$ cat config.mk
export PLATFORM = sky130hd
export DESIGN_NAME = store_unit_flat
export DESIGN_NICKNAME = d
export VERILOG_FILES = /design/src/rtl/store_unit_pkg.sv /design/src/rtl/store_unit_if.sv /design/src/rtl/store_unit_stack_pointer.sv /design/src/rtl/store_unit.sv /design/src/flat_wrapper.sv
export SDC_FILE = /design/constraint.sdc
export NUM_CORES = 1
export LEC_CHECK = 0
export CORE_MARGIN = 2
export CORE_UTILIZATION = 45
export DETAILED_ROUTE_END_ITERATION = 8
export PLACE_DENSITY = 0.9
export REMOVE_ABC_BUFFERS = 1
export SLEW_MARGIN = 0
export SYNTH_ARGS = -nofsm -noshare
export SYNTH_HDL_FRONTEND = slang
export SYNTH_SLANG_ARGS = --single-unit
$ cat constraint.sdc
create_clock -name phi1 -period 3.6 [get_ports phi1]
set_input_delay 0.36 -clock phi1 [delete_from_list [all_inputs] [get_ports phi1]]
set_output_delay 0.36 -clock phi1 [all_outputs]
set_load 0.05 [all_outputs]
$ cat src/rtl/store_unit_pkg.sv
// store_unit_pkg: shared definitions for the CPU write path.
//   - mode_e  : write transaction kinds (single store, 1..3 byte pushes)
//   - state_e : store_unit FSM states
//   - default widths, stack page and stack pointer reset value
//   - byte_count(): number of bus bytes a transaction writes
package store_unit_pkg;

    localparam int unsigned   ADDR_WIDTH_DEFAULT = 16;
    localparam int unsigned   REG_WIDTH_DEFAULT  = 8;
    localparam logic [7:0]    STACK_PAGE_DEFAULT = 8'h01;
    localparam logic [7:0]    SP_RESET_DEFAULT   = 8'hFD;

    typedef enum logic [1:0] {
        STORE_ABS = 2'b00,
        PUSH1     = 2'b01,
        PUSH2     = 2'b10,
        PUSH3     = 2'b11
    } mode_e;

    typedef enum logic {
        IDLE  = 1'b0,
        WRITE = 1'b1
    } state_e;

    // Bytes written on the bus for a given transaction kind.
    function automatic logic [1:0] byte_count(input mode_e m);
        logic [1:0] k;
        case (m)
            STORE_ABS: k = 2'd1;
            PUSH1:     k = 2'd1;
            PUSH2:     k = 2'd2;
            PUSH3:     k = 2'd3;
            default:   k = 2'd1;
        endcase
        return k;
    endfunction

endpackage

$ cat src/rtl/store_unit_if.sv
// store_unit_if: request, stack-pointer and memory-write signals of the
// store unit.
//   master : execute/control side (drives req/mode/addr_in/data*/sp_load)
//   slave  : store_unit (drives mem_addr/mem_data_out/mem_we/busy/
//            write_done/sp_out)
interface store_unit_if
    import store_unit_pkg::*;
#(
    parameter int unsigned ADDR_WIDTH = ADDR_WIDTH_DEFAULT,
    parameter int unsigned REG_WIDTH  = REG_WIDTH_DEFAULT
);
    logic                  req;
    logic [1:0]            mode;
    logic [ADDR_WIDTH-1:0] addr_in;
    logic [REG_WIDTH-1:0]  data0;
    logic [REG_WIDTH-1:0]  data1;
    logic [REG_WIDTH-1:0]  data2;
    logic                  sp_load;
    logic [REG_WIDTH-1:0]  sp_wr_data;
    logic [ADDR_WIDTH-1:0] mem_addr;
    logic [REG_WIDTH-1:0]  mem_data_out;
    logic                  mem_we;
    logic                  busy;
    logic                  write_done;
    logic [REG_WIDTH-1:0]  sp_out;

    modport master (
        output req, mode, addr_in, data0, data1, data2, sp_load, sp_wr_data,
        input  mem_addr, mem_data_out, mem_we, busy, write_done, sp_out
    );

    modport slave (
        input  req, mode, addr_in, data0, data1, data2, sp_load, sp_wr_data,
        output mem_addr, mem_data_out, mem_we, busy, write_done, sp_out
    );
endinterface

$ cat src/rtl/store_unit_stack_pointer.sv
// stack_pointer: stack pointer register with load and post-decrement.
//   clk, reset_n (synchronous, active-low) -> sp = RESET_VAL
//   load/load_val : replace sp
//   dec           : decrement by one (wraps 0 -> all ones); when both are
//                   set the decrement applies to the loaded value
//   sp            : current value
module stack_pointer #(
    parameter int unsigned         WIDTH     = 8,
    parameter logic [WIDTH-1:0]    RESET_VAL = 8'hFD
) (
    input  logic             clk,
    input  logic             reset_n,
    input  logic             load,
    input  logic [WIDTH-1:0] load_val,
    input  logic             dec,
    output logic [WIDTH-1:0] sp
);
    logic [WIDTH-1:0] sp_r;
    logic [WIDTH-1:0] sp_base_s;
    logic [WIDTH-1:0] dec_ext_s;

    // Select the value the decrement works from (load wins over current sp).
    always_comb begin
        sp_base_s = sp_r;
        dec_ext_s = {{(WIDTH-1){1'b0}}, dec};
        if (load) begin
            sp_base_s = load_val;
        end else begin
            sp_base_s = sp_r;
        end
    end

    // Stack pointer register; modular subtraction gives the page wrap.
    always_ff @(posedge clk) begin
        if (!reset_n) begin
            sp_r <= RESET_VAL;
        end else if (load || dec) begin
            sp_r <= sp_base_s - dec_ext_s;
        end
    end

    assign sp = sp_r;
endmodule

$ cat src/rtl/store_unit.sv
// store_unit: performs all CPU-initiated memory writes.
//   phi1    : clock, all state on posedge
//   reset_n : synchronous, active-low; aborts any transaction in flight
//   bus     : store_unit_if.slave
//     req/mode/addr_in/data0..2 : transaction request, latched in IDLE
//     sp_load/sp_wr_data        : stack pointer load, honoured in IDLE only
//     mem_addr/mem_data_out/mem_we : registered write port, one byte/cycle
//     busy, write_done          : status; write_done pulses after last byte
//     sp_out                    : live stack pointer
module store_unit
    import store_unit_pkg::*;
#(
    parameter int unsigned                          ADDR_WIDTH = ADDR_WIDTH_DEFAULT,
    parameter int unsigned                          REG_WIDTH  = REG_WIDTH_DEFAULT,
    parameter logic [ADDR_WIDTH-REG_WIDTH-1:0]      STACK_PAGE = STACK_PAGE_DEFAULT,
    parameter logic [REG_WIDTH-1:0]                 SP_RESET   = SP_RESET_DEFAULT
) (
    input  logic         phi1,
    input  logic         reset_n,
    store_unit_if.slave  bus
);
    state_e                state_r, state_nxt_s;
    mode_e                 mode_r;
    logic [REG_WIDTH-1:0]  data1_r, data2_r;
    logic [1:0]            cnt_r, cnt_nxt_s;
    logic [ADDR_WIDTH-1:0] mem_addr_r, mem_addr_nxt_s;
    logic [REG_WIDTH-1:0]  mem_data_r, mem_data_nxt_s;
    logic                  mem_we_r, mem_we_nxt_s;
    logic                  busy_r, busy_nxt_s;
    logic                  done_r, done_nxt_s;
    logic                  latch_s;
    logic                  sp_ld_s;
    logic                  sp_dec_s;
    logic [REG_WIDTH-1:0]  sp_s;
    logic [REG_WIDTH-1:0]  sp_start_s;

    stack_pointer #(
        .WIDTH     (REG_WIDTH),
        .RESET_VAL (SP_RESET)
    ) u_sp (
        .clk      (phi1),
        .reset_n  (reset_n),
        .load     (sp_ld_s),
        .load_val (bus.sp_wr_data),
        .dec      (sp_dec_s),
        .sp       (sp_s)
    );

    // A push accepted together with sp_load starts from the loaded value.
    always_comb begin
        if (bus.sp_load) begin
            sp_start_s = bus.sp_wr_data;
        end else begin
            sp_start_s = sp_s;
        end
    end

    // Next-state and next-output logic of the write FSM.
    always_comb begin
        state_nxt_s    = state_r;
        cnt_nxt_s      = cnt_r;
        mem_addr_nxt_s = mem_addr_r;
        mem_data_nxt_s = mem_data_r;
        mem_we_nxt_s   = 1'b0;
        busy_nxt_s     = busy_r;
        done_nxt_s     = 1'b0;
        latch_s        = 1'b0;
        sp_ld_s        = 1'b0;
        sp_dec_s       = 1'b0;
        case (state_r)
            IDLE: begin
                sp_ld_s = bus.sp_load;
                if (bus.req) begin
                    latch_s        = 1'b1;
                    state_nxt_s    = WRITE;
                    cnt_nxt_s      = 2'd0;
                    mem_we_nxt_s   = 1'b1;
                    busy_nxt_s     = 1'b1;
                    mem_data_nxt_s = bus.data0;
                    if (mode_e'(bus.mode) == STORE_ABS) begin
                        mem_addr_nxt_s = bus.addr_in;
                    end else begin
                        mem_addr_nxt_s = {STACK_PAGE, sp_start_s};
                        sp_dec_s       = 1'b1;
                    end
                end else begin
                    busy_nxt_s = 1'b0;
                end
            end
            WRITE: begin
                // Only pushes have more than one byte, so later bytes
                // always target the stack page.
                if ((cnt_r + 2'd1) < byte_count(mode_r)) begin
                    cnt_nxt_s      = cnt_r + 2'd1;
                    mem_we_nxt_s   = 1'b1;
                    busy_nxt_s     = 1'b1;
                    mem_addr_nxt_s = {STACK_PAGE, sp_s};
                    mem_data_nxt_s = (cnt_r == 2'd0) ? data1_r : data2_r;
                    sp_dec_s       = 1'b1;
                end else begin
                    state_nxt_s = IDLE;
                    cnt_nxt_s   = 2'd0;
                    busy_nxt_s  = 1'b0;
                    done_nxt_s  = 1'b1;
                end
            end
            default: begin
                state_nxt_s = IDLE;
                cnt_nxt_s   = 2'd0;
                busy_nxt_s  = 1'b0;
            end
        endcase
    end

    // State, latched request and registered bus outputs.
    always_ff @(posedge phi1) begin
        if (!reset_n) begin
            state_r    <= IDLE;
            cnt_r      <= 2'd0;
            mode_r     <= STORE_ABS;
            data1_r    <= {REG_WIDTH{1'b0}};
            data2_r    <= {REG_WIDTH{1'b0}};
            mem_addr_r <= {ADDR_WIDTH{1'b0}};
            mem_data_r <= {REG_WIDTH{1'b0}};
            mem_we_r   <= 1'b0;
            busy_r     <= 1'b0;
            done_r     <= 1'b0;
        end else begin
            state_r    <= state_nxt_s;
            cnt_r      <= cnt_nxt_s;
            mem_addr_r <= mem_addr_nxt_s;
            mem_data_r <= mem_data_nxt_s;
            mem_we_r   <= mem_we_nxt_s;
            busy_r     <= busy_nxt_s;
            done_r     <= done_nxt_s;
            if (latch_s) begin
                mode_r  <= mode_e'(bus.mode);
                data1_r <= bus.data1;
                data2_r <= bus.data2;
            end
        end
    end

    assign bus.mem_addr     = mem_addr_r;
    assign bus.mem_data_out = mem_data_r;
    assign bus.mem_we       = mem_we_r;
    assign bus.busy         = busy_r;
    assign bus.write_done   = done_r;
    assign bus.sp_out       = sp_s;
endmodule

$ cat src/flat_wrapper.sv
// flat-port wrapper written by rule: the top's interface ports become plain ports
module store_unit_flat import store_unit_pkg::*;
#(
    parameter int unsigned                          ADDR_WIDTH = ADDR_WIDTH_DEFAULT,
    parameter int unsigned                          REG_WIDTH  = REG_WIDTH_DEFAULT,
    parameter logic [ADDR_WIDTH-REG_WIDTH-1:0]      STACK_PAGE = STACK_PAGE_DEFAULT,
    parameter logic [REG_WIDTH-1:0]                 SP_RESET   = SP_RESET_DEFAULT
)
  (phi1, reset_n, bus_req, bus_mode, bus_addr_in, bus_data0, bus_data1, bus_data2, bus_sp_load, bus_sp_wr_data, bus_mem_addr, bus_mem_data_out, bus_mem_we, bus_busy, bus_write_done, bus_sp_out);
  store_unit_if #(.ADDR_WIDTH(ADDR_WIDTH), .REG_WIDTH(REG_WIDTH)) bus_i ();
  input  logic phi1;
  input  logic reset_n;
  input wire logic [$bits(bus_i.req)-1:0] bus_req;
  input wire logic [$bits(bus_i.mode)-1:0] bus_mode;
  input wire logic [$bits(bus_i.addr_in)-1:0] bus_addr_in;
  input wire logic [$bits(bus_i.data0)-1:0] bus_data0;
  input wire logic [$bits(bus_i.data1)-1:0] bus_data1;
  input wire logic [$bits(bus_i.data2)-1:0] bus_data2;
  input wire logic [$bits(bus_i.sp_load)-1:0] bus_sp_load;
  input wire logic [$bits(bus_i.sp_wr_data)-1:0] bus_sp_wr_data;
  output wire logic [$bits(bus_i.mem_addr)-1:0] bus_mem_addr;
  output wire logic [$bits(bus_i.mem_data_out)-1:0] bus_mem_data_out;
  output wire logic [$bits(bus_i.mem_we)-1:0] bus_mem_we;
  output wire logic [$bits(bus_i.busy)-1:0] bus_busy;
  output wire logic [$bits(bus_i.write_done)-1:0] bus_write_done;
  output wire logic [$bits(bus_i.sp_out)-1:0] bus_sp_out;
  assign bus_i.req = bus_req;
  assign bus_i.mode = bus_mode;
  assign bus_i.addr_in = bus_addr_in;
  assign bus_i.data0 = bus_data0;
  assign bus_i.data1 = bus_data1;
  assign bus_i.data2 = bus_data2;
  assign bus_i.sp_load = bus_sp_load;
  assign bus_i.sp_wr_data = bus_sp_wr_data;
  assign bus_mem_addr = bus_i.mem_addr;
  assign bus_mem_data_out = bus_i.mem_data_out;
  assign bus_mem_we = bus_i.mem_we;
  assign bus_busy = bus_i.busy;
  assign bus_write_done = bus_i.write_done;
  assign bus_sp_out = bus_i.sp_out;
  store_unit #(.ADDR_WIDTH(ADDR_WIDTH), .REG_WIDTH(REG_WIDTH), .STACK_PAGE(STACK_PAGE), .SP_RESET(SP_RESET)) u_core (.phi1(phi1), .reset_n(reset_n), .bus(bus_i));
endmodule
==> results.cfg, run 1 <==
[outcome]
outcome = completed

[placement]
numPlacedInstances = 463
place_area_um2 = 3560
hpwl_um = 5240
io_buffers = 88
post-place-ws_ns = 0.498
place_congestion = 0.932

[grt]
grt_util_met2_pct = 41.6
grt_use_met1_pct = 28.5
antenna_found_initial = 0
grt_pass1_wl_um = 11900
grt_max_degree = 29
busiest_layer = met2
grt_pass1_vias = 2574
grt_usage_pct = 23.4
grtUsageMet3_pct = 5.62
grt_overflow = 0

[cts]
root_buffer = clkbuf_8
cts.reportedPaths.clkPinSlew_ns = 0.10
htreeDepth = 2
postCtsResizedCells = 0
cts_setup_buffers = 0
numCtsBuffers = 5
clk_latency_ns = 0.31
hold_buffers = 0
cts_sinks = 54
clockBufferDepth = 2
cts_tree = done

[die]
dieHeight_um = 80.3
die_area_um2 = 6450
fp.coreArea_um2 = 5570
rows = 27
io_pins = 89
start_util_pct = 47.0
die_width_um = 80.3

[worst_setup_path]
path_max_fanout = 13
cp_slowest_cell = dfxtp_1
cp_data_required_time_ns = 3.82
endpoint_kind = flop
critPathArrivalTime_ns = 3.32
crit_buf_inv = 2
path_delay_family = compound AO/OA/AOI/OAI gates
worstSetupStartpointType = flop
worstPathCellList = inv_1 > ha_1 > ha_1 > o21ai_1 > a21boi_2 > inv_2 > ha_1 > nor3b_1 > nand3_1 > a22oi_4 > a2111oi_0 > a211oi_1
worstSetupPathType = flop to flop
crit_top_cell = ha_1
slowest_delay_ns = 0.36

[logic_synthesis]
yosys.area.top_type = dfxtp_1
yosysTopAreaCellShare_pct = 41.2
yosysUniqueCellTypes = 48
netlist_instances = 318
ys_seq_elements = 54
yosysWarnings = 0
syn_area_um2 = 2620
synth_common_cells = 66 x nand2_1, 54 x dfxtp_1, 38 x a21oi_1
yosys-top-cells-area = dfxtp_1 41%, nand2_1 9.4%, a21oi_1 7.3%, mux2i_1 4.6%, o211ai_1 2.9%
synth-edff-count = 0
ys_async_sr_fraction_pct = 0
synth_ff_type = dfxtp_1
syn-mean-instance-area_um2 = 8.25
yosysMostFrequentCell = nand2_1
ys_seq_area_share_pct = 41.2

[timing]
slew_viol_final = 0
fin_skew_ns = 0.00760
worst_slack_ns = 0.499
finalSetupViolCount = 0
fin_crit_ns = 3.10
worst_slew_pin_slew_ns = 0.750
rsz0062_at_grt = false
max_freq_mhz = 323
hold_violations = 0
relSlewSlack_pct = 49.9
min_period_over_period_pct = 86.1

[worst_hold_path]
hold_path_class = flop to flop

[detailed_routing]
finalWirelength_um = 7320
ant_nets = 0
wl_per_cell_um = 15.6
dr_total_vias = 2637
first_iter_violations = 140
first_pass_iters = 4
drc_errors = 0
viasPerCell = 5.61

[power_and_ir_drop]
p_per_area_nw_per_um2 = 384
ir_drop_mv = 0.242
p_leak_uw = 0.00136
power_uw = 1400

[final_layout]
antenna_cells = 0
nets = 456
syn_to_final_growth_pct = 39.0
fin_area_um2 = 3650
layout-drive-gt1-share_pct = 5.78
final_cells = 470
fin_util_pct = 65.4

[flow_run]
drv_cap = 0
==> registers in the layout, summed over array words and instances (netlist names) <==
register / count
u_core.bus.mem_addr: 16
u_core.data1_r: 8
u_core.bus.mem_we: 1
u_core.mode_r: 2
u_core.cnt_r: 2
u_core.u_sp.sp: 8
u_core.data2_r: 8
u_core.bus.write_done: 1
u_core.bus.mem_data_out: 8
==> logic make-up (layout without fill, tap and decap cells) <==
kind of cell	after synthesis	count (layout)	share of synthesized area, %
xor gates and xnor gates	2	2	0.668
muxes	12	12	4.58
AOI/OAI and AO/OA	97	97	25.8
buffers and inverters	31	111	4.77
and+or+nand+nor	118	118	21.0
adders and majority gates	4	4	1.91
DFF	54	54	41.2
==> cells in the final DEF (no fill, tap or decap), types with 2 or more instances in the layout <==
cell type,count
nand3_1,6
nor3_1,7
nand2_1,66
nor3b_1,3
o221ai_1,8
nor2b_1,3
xnor2_1,2
nand3b_1,2
or2_1,2
clkdlybuf4s50_1,88
inv_1,7
clkbuf_8,5
buf_4,8
a2111oi_0,3
nor2_1,15
a22oi_1,7
or3_1,2
clkinvlp_4,2
and3_1,2
o311a_1,2
a21oi_1,37
mux2i_1,12
nand2b_1,5
o211ai_1,10
o22a_1,8
dfxtp_1,54
a211oi_1,2
o21ai_0,2
o21ai_1,5
ha_1,4
==> tightest hold or removal path, delay by kind of cell (launching register included) <==
| kind | cells | cell delay, ns |
|---|---|---|
| compound gates | 1 | 0.05 |
| flops | 1 | 0.32 |
| simple gates | 1 | 0.05 |
==> final cells by class <==
type	count	area [µm²]
sequential	54	1080
tap	72	90.1
multi-input combinational	233	1420
inverter	8	30.0
timing repair buffer	96	941
clock inverter	2	15.0
clock buffer	5	68.8
fill	476	1930
==> report_power, final <==
part	switching [µW]	total [µW]	internal (µW)	leakage [µW]
Clock	202	335	133	0.0000362
Combinational	232	395	163	0.000877
Sequential	31.7	669	637	0.000444
Total	465	1400	933	0.00136
==> per-layer routing <==
layer  wire [µm]  part of all wire (%)  up-vias
met5           0                     0        -
met2        3640                    50       86
met4          46                  0.63        0
met3         509                   7.0        6
met1        3120                    43     1250
li1            -                     -     1295
==> path summary, 6_finish.rpt <==
| kind | to | from | cells after the start | slack (ns) |
|---|---|---|---|---|
| worst min register to register | u_core.bus.mem_data_out[5]$_SDFFE_PN0P_ | u_core.bus.mem_data_out[5]$_SDFFE_PN0P_ | 2 | 0.46 |
| worst min-delay path | u_core.bus.mem_data_out[5]$_SDFFE_PN0P_ | u_core.bus.mem_data_out[5]$_SDFFE_PN0P_ | 2 | 0.46 |
| worst max-delay path | u_core.u_sp.sp[7]$_SDFFE_PN1P_ | u_core.cnt_r[0]$_SDFFE_PN0P_ | 12 | 0.50 |
| worst max register to register | u_core.u_sp.sp[7]$_SDFFE_PN1P_ | u_core.cnt_r[0]$_SDFFE_PN0P_ | 12 | 0.50 |
==> through the flow <==
step           hold WS (ns)  setup TNS [ns]
3_5_place_dp          0.443               0
5_1_grt               0.475               0
2_1_floorplan         0.436          -0.231
3_3_place_gp          0.439               0
6_report              0.456               0
4_1_cts               0.457               0
Note: power is estimated with default switching activity, not from simulation.
==> inputs of run 2 (changes only) <==
ABC_CLOCK_PERIOD_IN_PS = 3600   (was default)
==> results of run 2 <==
Same layout as run 1: the final DEF is identical, and so are final timing and power.
==> inputs of run 3 (changes only) <==
CAP_MARGIN = 5   (was default)
CORE_UTILIZATION = 46   (was 45)
PLACE_DENSITY = 0.91   (was 0.9)
SYNTH_HIERARCHICAL = 1   (was default)
==> run 3 against run 2 <==
Effect of this change: sequential share of layout area is 0.98 points lower; fmax shrank 1.9%; count of clock-buffer cells in the layout is the same; largest cell class unchanged; worst setup slack got worse by 0.061 ns; final cell count increased by 6.0%; via count grew 9.5%; hold slack better by 0.0024 ns; combinational power is 37% higher; non-clock buffer count stayed put; utilization shrank 1.3 points; clock skew grew 0.0018 ns; sequential cell count did not move.
==> results.cfg, run 3 <==
[outcome]
outcome = completed

[timing]
slew_viol_final = 0
finalSetupViolCount = 0
hold_slack_ns = 0.458
worst_slew_pin_slew_ns = 0.523
max_freq_mhz = 316
rsz0062_at_grt = false
hold_violations = 0
relSlewSlack_pct = 65.0
worst_slack_ns = 0.438
fin_tns_setup_ns = 0
fin_crit_ns = 3.16
fin_skew_ns = 0.00940
min_period_over_period_pct = 87.8

[die]
rows = 28
io_pins = 89
start_util_pct = 47.5
die_width_um = 82.0
die_area_um2 = 6720
dieHeight_um = 82.0
fp.coreArea_um2 = 5890

[cts]
clockBufferDepth = 2
htreeDepth = 2
cts_sinks = 54
root_buffer = clkbuf_8
postCtsResizedCells = 0
clk_latency_ns = 0.31
cts_tree = done
cts_setup_buffers = 0
numCtsBuffers = 5
cts.reportedPaths.clkPinSlew_ns = 0.11
hold_buffers = 0

[logic_synthesis]
synth-edff-count = 0
yosysWarnings = 6
synth_common_cells = 64 x nand2_1, 54 x dfxtp_1, 35 x a21oi_1
yosysTopAreaCellShare_pct = 38.7
ys_seq_elements = 54
netlist_instances = 346
syn_area_um2 = 2800
yosys-top-cells-area = dfxtp_1 39%, nand2_1 8.6%, a21oi_1 6.3%, mux2i_1 3.6%, o22ai_1 3.1%
yosys.area.top_type = dfxtp_1
synth_ff_type = dfxtp_1
syn-mean-instance-area_um2 = 8.08
ys_async_sr_fraction_pct = 0
yosysMostFrequentCell = nand2_1
ys_seq_area_share_pct = 38.7
yosysUniqueCellTypes = 54

[worst_setup_path]
worstPathCellList = inv_1 > ha_1 > ha_1 > nand2b_1 > o21ai_0 > buf_4 > ha_1 > nand4bb_2 > or2_0 > a311oi_1 > nand3_1
slowest_delay_ns = 0.47
r2r-end = u_core/u_sp/sp[7]$_SDFFE_PN1P_
worstSetupStartpointType = flop
crit_top_cell = ha_1
r2r-start = u_core/cnt_r[0]$_SDFFE_PN0P_
r2r_slack_ns = 0.44
path_max_fanout = 12
worstSetupPathType = flop to flop
cp_slowest_cell = dfxtp_1
crit_start = u_core/cnt_r[0]$_SDFFE_PN0P_
critPathArrivalTime_ns = 3.36
reg2regPathDepth = 11
endpoint_kind = flop
cp_data_required_time_ns = 3.80

[placement]
hpwl_um = 5460
post-place-ws_ns = 0.532
numPlacedInstances = 490
io_buffers = 88
place_congestion = 0.976

[final_layout]
n_fill_cell = 514
layout-drive-gt1-share_pct = 6.38
layout_commonest_cell = clkdlybuf4s50_1
final_cells = 498
syn_to_final_growth_pct = 34.9
largest_register_ff_count = 16
antenna_cells = 0
final_cell_mix = 88 x clkdlybuf4s50_1, 64 x nand2_1, 54 x dfxtp_1, 35 x a21oi_1, 16 x nor3_1
nets = 481

[power_and_ir_drop]
p_per_area_nw_per_um2 = 425
power_uw = 1600
ir_drop_mv = 0.269
p_leak_uw = 0.00142

[grt]
grt_max_degree = 35
grt_pass1_wl_um = 12500
grt_usage_pct = 23.7
grt_overflow = 0
grt_pass1_vias = 2712
antenna_found_initial = 0

[flow_run]
drv_cap = 0

[detailed_routing]
first_pass_iters = 7
ant_nets = 0
viasPerCell = 5.80
finalWirelength_um = 7720
drc_errors = 0
first_iter_violations = 365
dr_total_vias = 2888
wl_per_cell_um = 15.5

[worst_hold_path]
min_from = u_core/data1_r[7]$_SDFFE_PN0P_
hold_path_depth = 2
holdPathEnd = u_core/data1_r[7]$_SDFFE_PN0P_
hold_path_class = flop to flop
run 3: cells by family after synthesis:
group           after synthesis  share of synthesized area (%)
buf+inv                      42                           7.61
mux                          10                           3.58
xor+xnor                      5                           1.57
flops                        54                           38.7
compound gates              109                           25.2
fa+ha+maj                     5                           2.24
simple gates                121                           21.1
run 3: layout make-up:
type / count / area, µm² / area share (%)
repair buffers: 96 / 941 / 25.0
clock inverters: 3 / 28.8 / 0.763
clock buffers: 5 / 68.8 / 1.82
well taps: 75 / 93.8 / 2.49
flip-flops and latches: 54 / 1080 / 28.7
multi-input cells: 250 / 1500 / 39.8
inverters: 15 / 56.3 / 1.49
run 3: worst max-delay path by stage:
stage	endpoint	slack, ns
final	u_core/u_sp/sp[7]$_SDFFE_PN1P_	0.44
after global routing	u_core/u_sp/sp[7]$_SDFFE_PN1P_	0.15
after CTS	u_core/u_sp/sp[7]$_SDFFE_PN1P_	0.48
after detailed placement	u_core/u_sp/sp[7]$_SDFFE_PN1P_	0.53
after global placement	u_core/u_sp/sp[7]$_SDFFE_PN1P_	0.71
after floorplan	u_core/u_sp/sp[7]$_SDFFE_PN1P_	-0.30
run 3: stage by stage:
step,cell area (µm²),utilization [%]
after global routing,3770,64.1
after floorplan,2640,-
after CTS,3770,64.1
final,3770,64.1
after global placement,3670,62.4
after detailed placement,3670,62.4
run 3: critical path: cells and delay by family (launching register included):
family | cells | cell delay (ns)
AOI/OAI and AO/OA | 2 | 0.53
adders and majority gates | 3 | 0.82
buffers and inverters | 2 | 0.28
DFF | 1 | 0.47
and+or+nand+nor | 4 | 0.94
run 3: power breakdown:
part	switching, µW	internal (µW)	total (µW)
clock	219	146	365
sequential	44.4	651	696
combinational	330	210	541
total	594	1010	1600
run 3: metal layers:
layer / GRT usage [%] / wire length, µm / share of wire (%) / up-vias
li1: - / - / - / 1393
met1: 29.1 / 3210 / 42 / 1320
met2: 40.4 / 3720 / 48 / 144
met3: 4.07 / 557 / 7.2 / 31
met4: 10.7 / 238 / 3.1 / 0
met5: 0 / 0 / 0 / -
